[src/rtl/pkt_arb_pkg.sv]
// pkt_arb_pkg: shared defaults, state type and counter sizing for packet_arbiter.
// DROP state exists only when PKT_ARB_LENGTH_LIMIT_EN is defined.
package pkt_arb_pkg;
  localparam int DEF_DATA_WIDTH = 32;
  localparam int DEF_NUM_SRC = 4;
  localparam int DEF_MAX_PKT_LEN = 381;
`ifdef PKT_ARB_LENGTH_LIMIT_EN
  typedef enum logic [1:0] {IDLE, STREAM, DROP} arbState_t;
`else
  typedef enum logic {IDLE, STREAM} arbState_t;
`endif
  function automatic int cntWidth(int maxLen);
    return $clog2(maxLen + 1) > 9 ? $clog2(maxLen + 1) : 9;
  endfunction
endpackage

[src/rtl/rr_priority_picker.sv]
// rr_priority_picker: index of the first requester at or after ptr, wrapping modulo NUM_SRC.
module rr_priority_picker #(
  parameter int NUM_SRC = 4,
  parameter int IDW = 2
) (
  input  logic [NUM_SRC-1:0] req,
  input  logic [IDW-1:0]     ptr,
  output logic [IDW-1:0]     pick,
  output logic               anyReq
);
  always_comb begin
    pick = ptr;
    anyReq = 1'b0;
    for (int i = NUM_SRC - 1; i >= 0; i--)
      if (req[(int'(ptr) + i) % NUM_SRC]) begin
        pick = IDW'((int'(ptr) + i) % NUM_SRC);
        anyReq = 1'b1;
      end
  end
endmodule

[src/rtl/packet_arbiter.sv]
// packet_arbiter: round-robin packet-level arbiter, zero-latency beat forwarding.
// Define PKT_ARB_LENGTH_LIMIT_EN to truncate packets at MAX_PKT_LEN beats and drop the tail.
module packet_arbiter
  import pkt_arb_pkg::*;
#(
  parameter int DATA_WIDTH = DEF_DATA_WIDTH,
  parameter int NUM_SRC = DEF_NUM_SRC,
  parameter int MAX_PKT_LEN = DEF_MAX_PKT_LEN,
  localparam int IDW = NUM_SRC > 1 ? $clog2(NUM_SRC) : 1
) (
  input  logic                          clock,
  input  logic                          reset,
  input  logic [NUM_SRC*DATA_WIDTH-1:0] srcData,
  input  logic [NUM_SRC-1:0]            srcValid,
  input  logic [NUM_SRC-1:0]            srcLast,
  output logic [NUM_SRC-1:0]            srcReady,
  input  logic                          dstReady,
  output logic [DATA_WIDTH-1:0]         dataOut,
  output logic                          validOut,
  output logic                          lastOut,
  output logic [IDW-1:0]                grantId,
  output logic                          busy,
  output logic                          errTrunc
);
  localparam int CNTW = cntWidth(MAX_PKT_LEN);
  arbState_t state, nextState;
  logic [IDW-1:0] ptr, pickIdx;
  logic [CNTW-1:0] beatCnt;
  logic pickAny, grantValid, grantLast, truncHit, dropping, streaming, xfer;
  logic [DATA_WIDTH-1:0] grantData;
  rr_priority_picker #(.NUM_SRC(NUM_SRC), .IDW(IDW)) picker (
    .req(srcValid),
    .ptr(ptr),
    .pick(pickIdx),
    .anyReq(pickAny)
  );
  assign grantData = srcData[int'(grantId)*DATA_WIDTH +: DATA_WIDTH];
  assign grantValid = srcValid[grantId];
  assign grantLast = srcLast[grantId];
  assign streaming = state == STREAM;
  assign busy = state != IDLE;
`ifdef PKT_ARB_LENGTH_LIMIT_EN
  assign truncHit = beatCnt == CNTW'(MAX_PKT_LEN - 1) && !grantLast;
  assign dropping = state == DROP;
`else
  assign truncHit = 1'b0;
  assign dropping = 1'b0;
  assign errTrunc = 1'b0;
`endif
  always_comb begin
    validOut = streaming && grantValid;
    lastOut = streaming && (grantLast || truncHit);
    dataOut = streaming ? grantData : '0;
    xfer = validOut && dstReady;
    srcReady = '0;
    srcReady[grantId] = streaming ? dstReady : dropping;
    nextState = state;
    if (state == IDLE && pickAny) nextState = STREAM;
`ifdef PKT_ARB_LENGTH_LIMIT_EN
    if (xfer && lastOut) nextState = truncHit ? DROP : IDLE;
`else
    if (xfer && lastOut) nextState = IDLE;
`endif
    if (dropping && grantValid && grantLast) nextState = IDLE;
  end
  // counter saturates rather than wrapping when no length limit is enforced
  always_ff @(posedge clock or posedge reset)
    if (reset) begin
      state <= IDLE;
      ptr <= '0;
      grantId <= '0;
      beatCnt <= '0;
    end else begin
      state <= nextState;
      if (state == IDLE && pickAny) grantId <= pickIdx;
      if (state != IDLE && nextState == IDLE) ptr <= grantId == IDW'(NUM_SRC - 1) ? '0 : grantId + 1'b1;
      beatCnt <= xfer && lastOut ? '0 : xfer && !(&beatCnt) ? beatCnt + 1'b1 : beatCnt;
    end
`ifdef PKT_ARB_LENGTH_LIMIT_EN
  always_ff @(posedge clock or posedge reset)
    if (reset) errTrunc <= 1'b0;
    else errTrunc <= xfer && truncHit;
`endif
endmodule
[config.mk]
export PLATFORM = sky130hd
export DESIGN_NAME = packet_arbiter
export DESIGN_NICKNAME = d
export VERILOG_FILES = /design/src/rtl/pkt_arb_pkg.sv /design/src/rtl/rr_priority_picker.sv /design/src/rtl/packet_arbiter.sv
export SDC_FILE = /design/constraint.sdc
export NUM_CORES = 1
export LEC_CHECK = 0
export BUFFER_PORTS_ARGS = -buffer_cell sky130_fd_sc_hd__buf_2
export CAP_MARGIN = 20
export CELL_PAD_IN_SITES_DETAIL_PLACEMENT = 1
export CELL_PAD_IN_SITES_GLOBAL_PLACEMENT = 2
export CORE_MARGIN = 2
export CORE_UTILIZATION = 15
export CTS_BUF_LIST = sky130_fd_sc_hd__clkbuf_4 sky130_fd_sc_hd__clkbuf_8
export DETAILED_ROUTE_END_ITERATION = 6
export GPL_ROUTABILITY_DRIVEN = 0
export PLACE_DENSITY = 0.86
export SLEW_MARGIN = 20
export SYNTH_ARGS = -nofsm -noshare
export SYNTH_HDL_FRONTEND = slang
export SYNTH_SLANG_ARGS = --single-unit
[constraint.sdc]
create_clock -name clock -period 1.8 [get_ports clock]
set_clock_uncertainty 0.1 [all_clocks]
set_input_delay 0.09 -clock clock [delete_from_list [all_inputs] [get_ports clock]]
set_output_delay 0.09 -clock clock [all_outputs]
set_load 0.01 [all_outputs]
### Yosys cells after proc, flatten, opt, wreduce, memory -nomap -nowiden

Index checks and enable logic that the tools add are counted.

* register bits: 5
* bits of input ports: 139
* output and inout bits: 42
* logic and storage cells: 61

* $add $sub $neg: 4
* $lt $le $gt $ge: 6
* equal/unequal tests: 1
* shift-type cells: 1
* muxes and demuxes: 30
* bitwise gates (word level): 6
* reduce and logical (&&, ||, !) cells: 10

Operators by type and width (number)
* variable part select 128 x 8 -> 32 bit: 1
* two-way mux 32 bit: 1
* two-way mux 1 bit: 17
* binary-select mux 1 bit (select 2 bit): 6
* < comparator 3 x 4 -> 1 bit (second input constant): 3
* two-way mux 2 bit: 5
* logical AND 1 bit: 7
* < comparator 2 x 3 -> 1 bit (second input constant): 2
* OR reduction 2 bit: 3
* adder 2 x 1 -> 2 bit (second input constant): 2
* adder 2 bit (second input constant): 2
* bitwise AND 4 bit: 1
* bitwise AND 1 bit (first input constant): 3
* demux 1 bit (select 2 bit): 1
* equality test 2 bit (second input constant): 1
* greater-or-equal comparator 2 x 1 -> 1 bit (second input constant): 1
* NOT 1 bit: 2

### Logic depth before layout (Yosys ltp)

* depth after elaboration: 15
* gate-level depth with buffers: 5

### Cells and area by module

Synthesis repeated with hierarchy kept, for this count alone.

* cells, all modules: 133
* area total of the unflattened synthesis: 1470.2 µm²

Modules (own cells, without submodules)
* packet_arbiter: instances 1, cells each 117, area an instance 1370.1 µm², seq. area each 125.1 µm²
* rr_priority_picker: instances 1, cells each 16, area an instance 100.1 µm², seq. area each 0.0 µm²

### Worst setup path after synthesis

Ideal clock, no wire load.

* path kind: flip-flop to flip-flop
* from: register grantId[0]
* to: register ptr[0]
* setup time: 0.125 ns
* arrival: 1.558 ns
* required time: 1.575 ns
* setup slack: 0.017 ns
* stages on the path, launching flop included: 5
* path buffers: 1
* clock period less this slack: 1.783 ns
* path through: dfrtp_1 > buf_6 > mux4_2 > nand4_2 > mux2_4

* cells in the longest elaborated chain, start to end: 8

RTL lines
* from (decl): line packet_arbiter.sv:21 `output logic [IDW-1:0] grantId,`
* from (signal assigned): line packet_arbiter.sv:75 `if (state == IDLE && pickAny) grantId <= pickIdx;`
* binary-select mux 1 bit (select 2 bit): line packet_arbiter.sv:38 `assign grantValid = srcValid[grantId];`
* two-way mux 1 bit (not written as such): line packet_arbiter.sv:38
* logical AND 1 bit: line packet_arbiter.sv:51 `validOut = streaming && grantValid;`
* logical AND 1 bit: line packet_arbiter.sv:54 `xfer = validOut && dstReady;`
* logical AND 1 bit
* two-way mux 1 bit: line packet_arbiter.sv:62 `if (xfer && lastOut) nextState = IDLE;`
* NOT 1 bit: line packet_arbiter.sv:76 `if (state != IDLE && nextState == IDLE) ptr <= grantId == IDW'(NUM_SRC - 1) ? '0 : grantId + 1'b1;`
* logical AND 1 bit: line packet_arbiter.sv:76
* to (signal assigned): line packet_arbiter.sv:76
* to (decl): line packet_arbiter.sv:27 `logic [IDW-1:0] ptr, pickIdx;`

Parallel ways exist; a longest one is shown, timed or not. The select of a mux whose other input is x is not followed.
A chain may end at the register's enable or synchronous reset.

### Worst setup path in the final report

* from: register grantId[0]
* to: output port validOut

* cells in the longest elaborated chain, start to end: 3

RTL lines
* binary-select mux 1 bit (select 2 bit): line packet_arbiter.sv:38
* two-way mux 1 bit (not written as such): line packet_arbiter.sv:38
* logical AND 1 bit: line packet_arbiter.sv:51
* to (decl): line packet_arbiter.sv:19 `output logic validOut,`

No other way between the ends. The select of a mux whose other input is x is not followed.

==> metrics.md <==
| Metric | Value |
|---|---|
| Status | finished with violations |
| Failing checks | setup timing |
| Combinational Power Share | 87.7% |
| Share of layout cells above drive strength 1 | 83.5% |
| First-pass GRT wire length | about 9900 um |
| Min-Delay Path Depth | 3 |
| Sink Count | 5 |
| CTS tree | built |
| Worst setup path endpoint | validOut |
| Tightest Pin Transition | 0.571 ns |
| Fin. Hold Viols | 0 |
| Max cap viols | 0 |
| Final WS setup | -0.0879 ns |
| Die Y | 103 um |
| Worst reg2reg path startpoint | grantId[0] |
| Via/cell ratio | around 4.2 |
| Fmax | 530 MHz |
| Final core utilization | 29.8% |
| Initial Util | 15.3% |
| Final critical-path share of the clock period | 105% |
| Crit path DAT | 1.70 ns |
| # setup viols final | 36 |
| Placed inst area | 2540 sq um |
| Crit path capture type | primary output |
| Cts bufs inserted | 3 |
| Largest net degree at the start of global routing | 29 |
| First DRT Iteration DRCs | 34 |
| Clk_lat worst skew | 0.22 ns |
| Synth Flop Type | dfrtp_1 |
| Crit start category | register |
| Unrepaired setup endpoints after global routing | true |
| Register area share after synthesis | about 8.5% |
| Sw power | 1500 uW |
| Core Area | 9640 sq um |
| Part of the power in registers | 6.7% |
| Critical setup path kind | register to primary output |
| Top cells by count, synth | and2_1, mux4_2, inv_1 |
| Post-synth top area cell | mux4_2 |
| Drt pass-1 iters | 4 |
| Most instantiated library cell after synthesis | and2_1 |
| Full die area | 10600 sq um |
| Sw Share | roughly 37% |
| CTS max path bufs | 2 |
| Synth Cell Area | 1470 sq um |
| Root Buffer Master | clkbuf_8 |
| Pwr/cell area | 1390 nW/um^2 |
| YS warnings | 0 |
| Area Growth Syn to Fin | 95.2% |
| Mean post-synth cell area | 11.9 sq um |
| Crit path time final | 1.89 ns |
| R2R Setup Slk | -0.06 ns |
| Clock Pin Slew Worst Setup and Hold Paths | roughly 0.040 ns |
| Pins Over Slew Limit | 0 |
| PortBufs | 179 |
| Worst-case vdd ir drop | 0.000352 V |
| Post-DRT Antenna Nets | 0 |
| Synth unique cells | 28 |
| Post-route DRC | 0 |
| Slew headroom | roughly three fifths |
| Tot GR Track Use | 12.4% |
| Leakage | 0.00143 uW |
| Number of global-route vias before repair | 1944 |
| Clock power frac | 5.5% |
| Post-synth ARST share | 100% |
| Hold WC Path Type | input pin to register |
| H-tree depth | 1 |
| Synthesis-stage register bit count | 5 |
| Worst reg2reg endpoint | ptr[0] |
| Rows | 36 |
| Grt ovf | 0 |
| Final instance area | between 2000 and 3000 sq um |
| DRT Wirelength | 7400 um |
| Synth area leaders | mux4_2, and2_1, dfrtp_1 |
| Initial antenna violation count | 2 |
| Post-synth EDFFs | 0 |
| CP max FO | 6 |
| DR WL/cell | 16.7 um |
| Syn Inst Count | 124 |
| # IOs | 181 |
| CP required | 1.61 ns |
| FF-to-FF path depth | 5 |
| Vias | 1878 |
| Final Net Count | roughly 450 |
| Mapped Nets | 267 |
| Internal power | 2510 uW |
| Die W | 103 um |
| Dpl hpwl | 6110 um |
| CP startpoint | grantId[0] |
| Share of the synthesized area in the top cell type | about half |
==> power groups by stage <==
stage               clock (uW)  combinational [uW]  sequential (uW)
floorplan                    0                1810              229
global placement             0                2670              285
detailed placement           0                2720              289
CTS                        225                3100              266
global route               234                3820              280
finish                     222                3520              269
==> worst max-delay path, stage by stage, from the launching register on <==
cell and delay, ns:
dfrtp_2 0.39, buf_12 0.15, buf_6 0.11, mux4_2 0.51, and2_4 0.18, buf_2 0.13
==> flip-flops by register name, indices dropped and copies added, names as in the netlist <==
name,count
busy,1
grantId,2
ptr,2
==> logic make-up after synthesis <==
logic type      Yosys count  share of synthesized area [%]
compound gates           11                           5.35
fa+ha+maj                 4                           3.40
buf+inv                  19                           7.22
flops                     5                           8.50
mux                      36                           54.5
other cells               1                          0.255
simple gates             48                           20.7
==> placed cells by master (no fill, tap or decap), types with 2 or more instances in the layout <==
cell | Yosys | layout
buf_2 | 4 | 162
mux4_2 | 32 | 34
buf_6 | 3 | 20
and2_4 | 0 | 18
and2_1 | 34 | 16
inv_1 | 6 | 5
buf_12 | 0 | 5
and3_1 | 4 | 4
ha_1 | 4 | 4
buf_4 | 2 | 4
nand2b_1 | 3 | 3
dfrtp_1 | 5 | 3
clkbuf_8 | 0 | 3
a21oi_1 | 2 | 2
or2_2 | 2 | 2
a21boi_0 | 2 | 2
o21ai_0 | 2 | 2
mux2_4 | 2 | 2
dfrtp_2 | 0 | 2
==> layer usage <==
layer | part of all wire, % | track usage, % | vias to the layer above
li1 | - | - | 858
met2 | 55 | 23.6 | 100
met4 | 1.2 | 3.44 | 2
met1 | 35 | 12.9 | 910
met3 | 9.5 | 3.86 | 8
met5 | 0.22 | 0 | -
==> final cells by class <==
| cell class | count | area [sq um] |
|---|---|---|
| inverters | 6 | 22.5 |
| flip-flops and latches | 5 | 128 |
| repair buffers | 194 | 1230 |
| diodes | 1 | 2.50 |
| clock buffers | 4 | 48.8 |
| fillers | 1152 | 6760 |
| well taps | 133 | 166 |
| multi-input cells | 100 | 1280 |
==> worst min-delay path by stage <==
stage / start / end
6_report: srcValid[0] / busy
5_1_grt: dstReady / ptr[1]
4_1_cts: srcValid[1] / grantId[0]
3_5_place_dp: reset / ptr[0]
3_3_place_gp: reset / ptr[1]
2_1_floorplan: reset / busy
==> through the flow <==
stage,setup TNS (ns),instances,hold slack [ns],setup WS (ns),power [uW]
3_5_place_dp,0,429,-0.102,0.0657,3010
3_3_place_gp,0,429,-0.104,0.0745,2950
5_1_grt,-3.92,442,0.220,-0.145,4340
2_1_floorplan,0,124,-0.231,0.0169,2040
4_1_cts,-2.45,441,0.188,-0.105,3590
6_report,-1.93,443,0.191,-0.0879,4010
==> what timing repair did <==
| item | in CTS | in global routing |
|---|---|---|
| buffers inserted | 5 | 1 |
| hold buffers | 1 | 0 |
| pin swaps | 1 | 4 |
| gates resized for setup | 11 | 37 |
| cloned | 2 | 1 |
| endpoints found under the hold margin | 5 | 0 |
| endpoints found under the setup margin | 32 | 36 |
No activity file was read; power rests on OpenSTA's default activity.
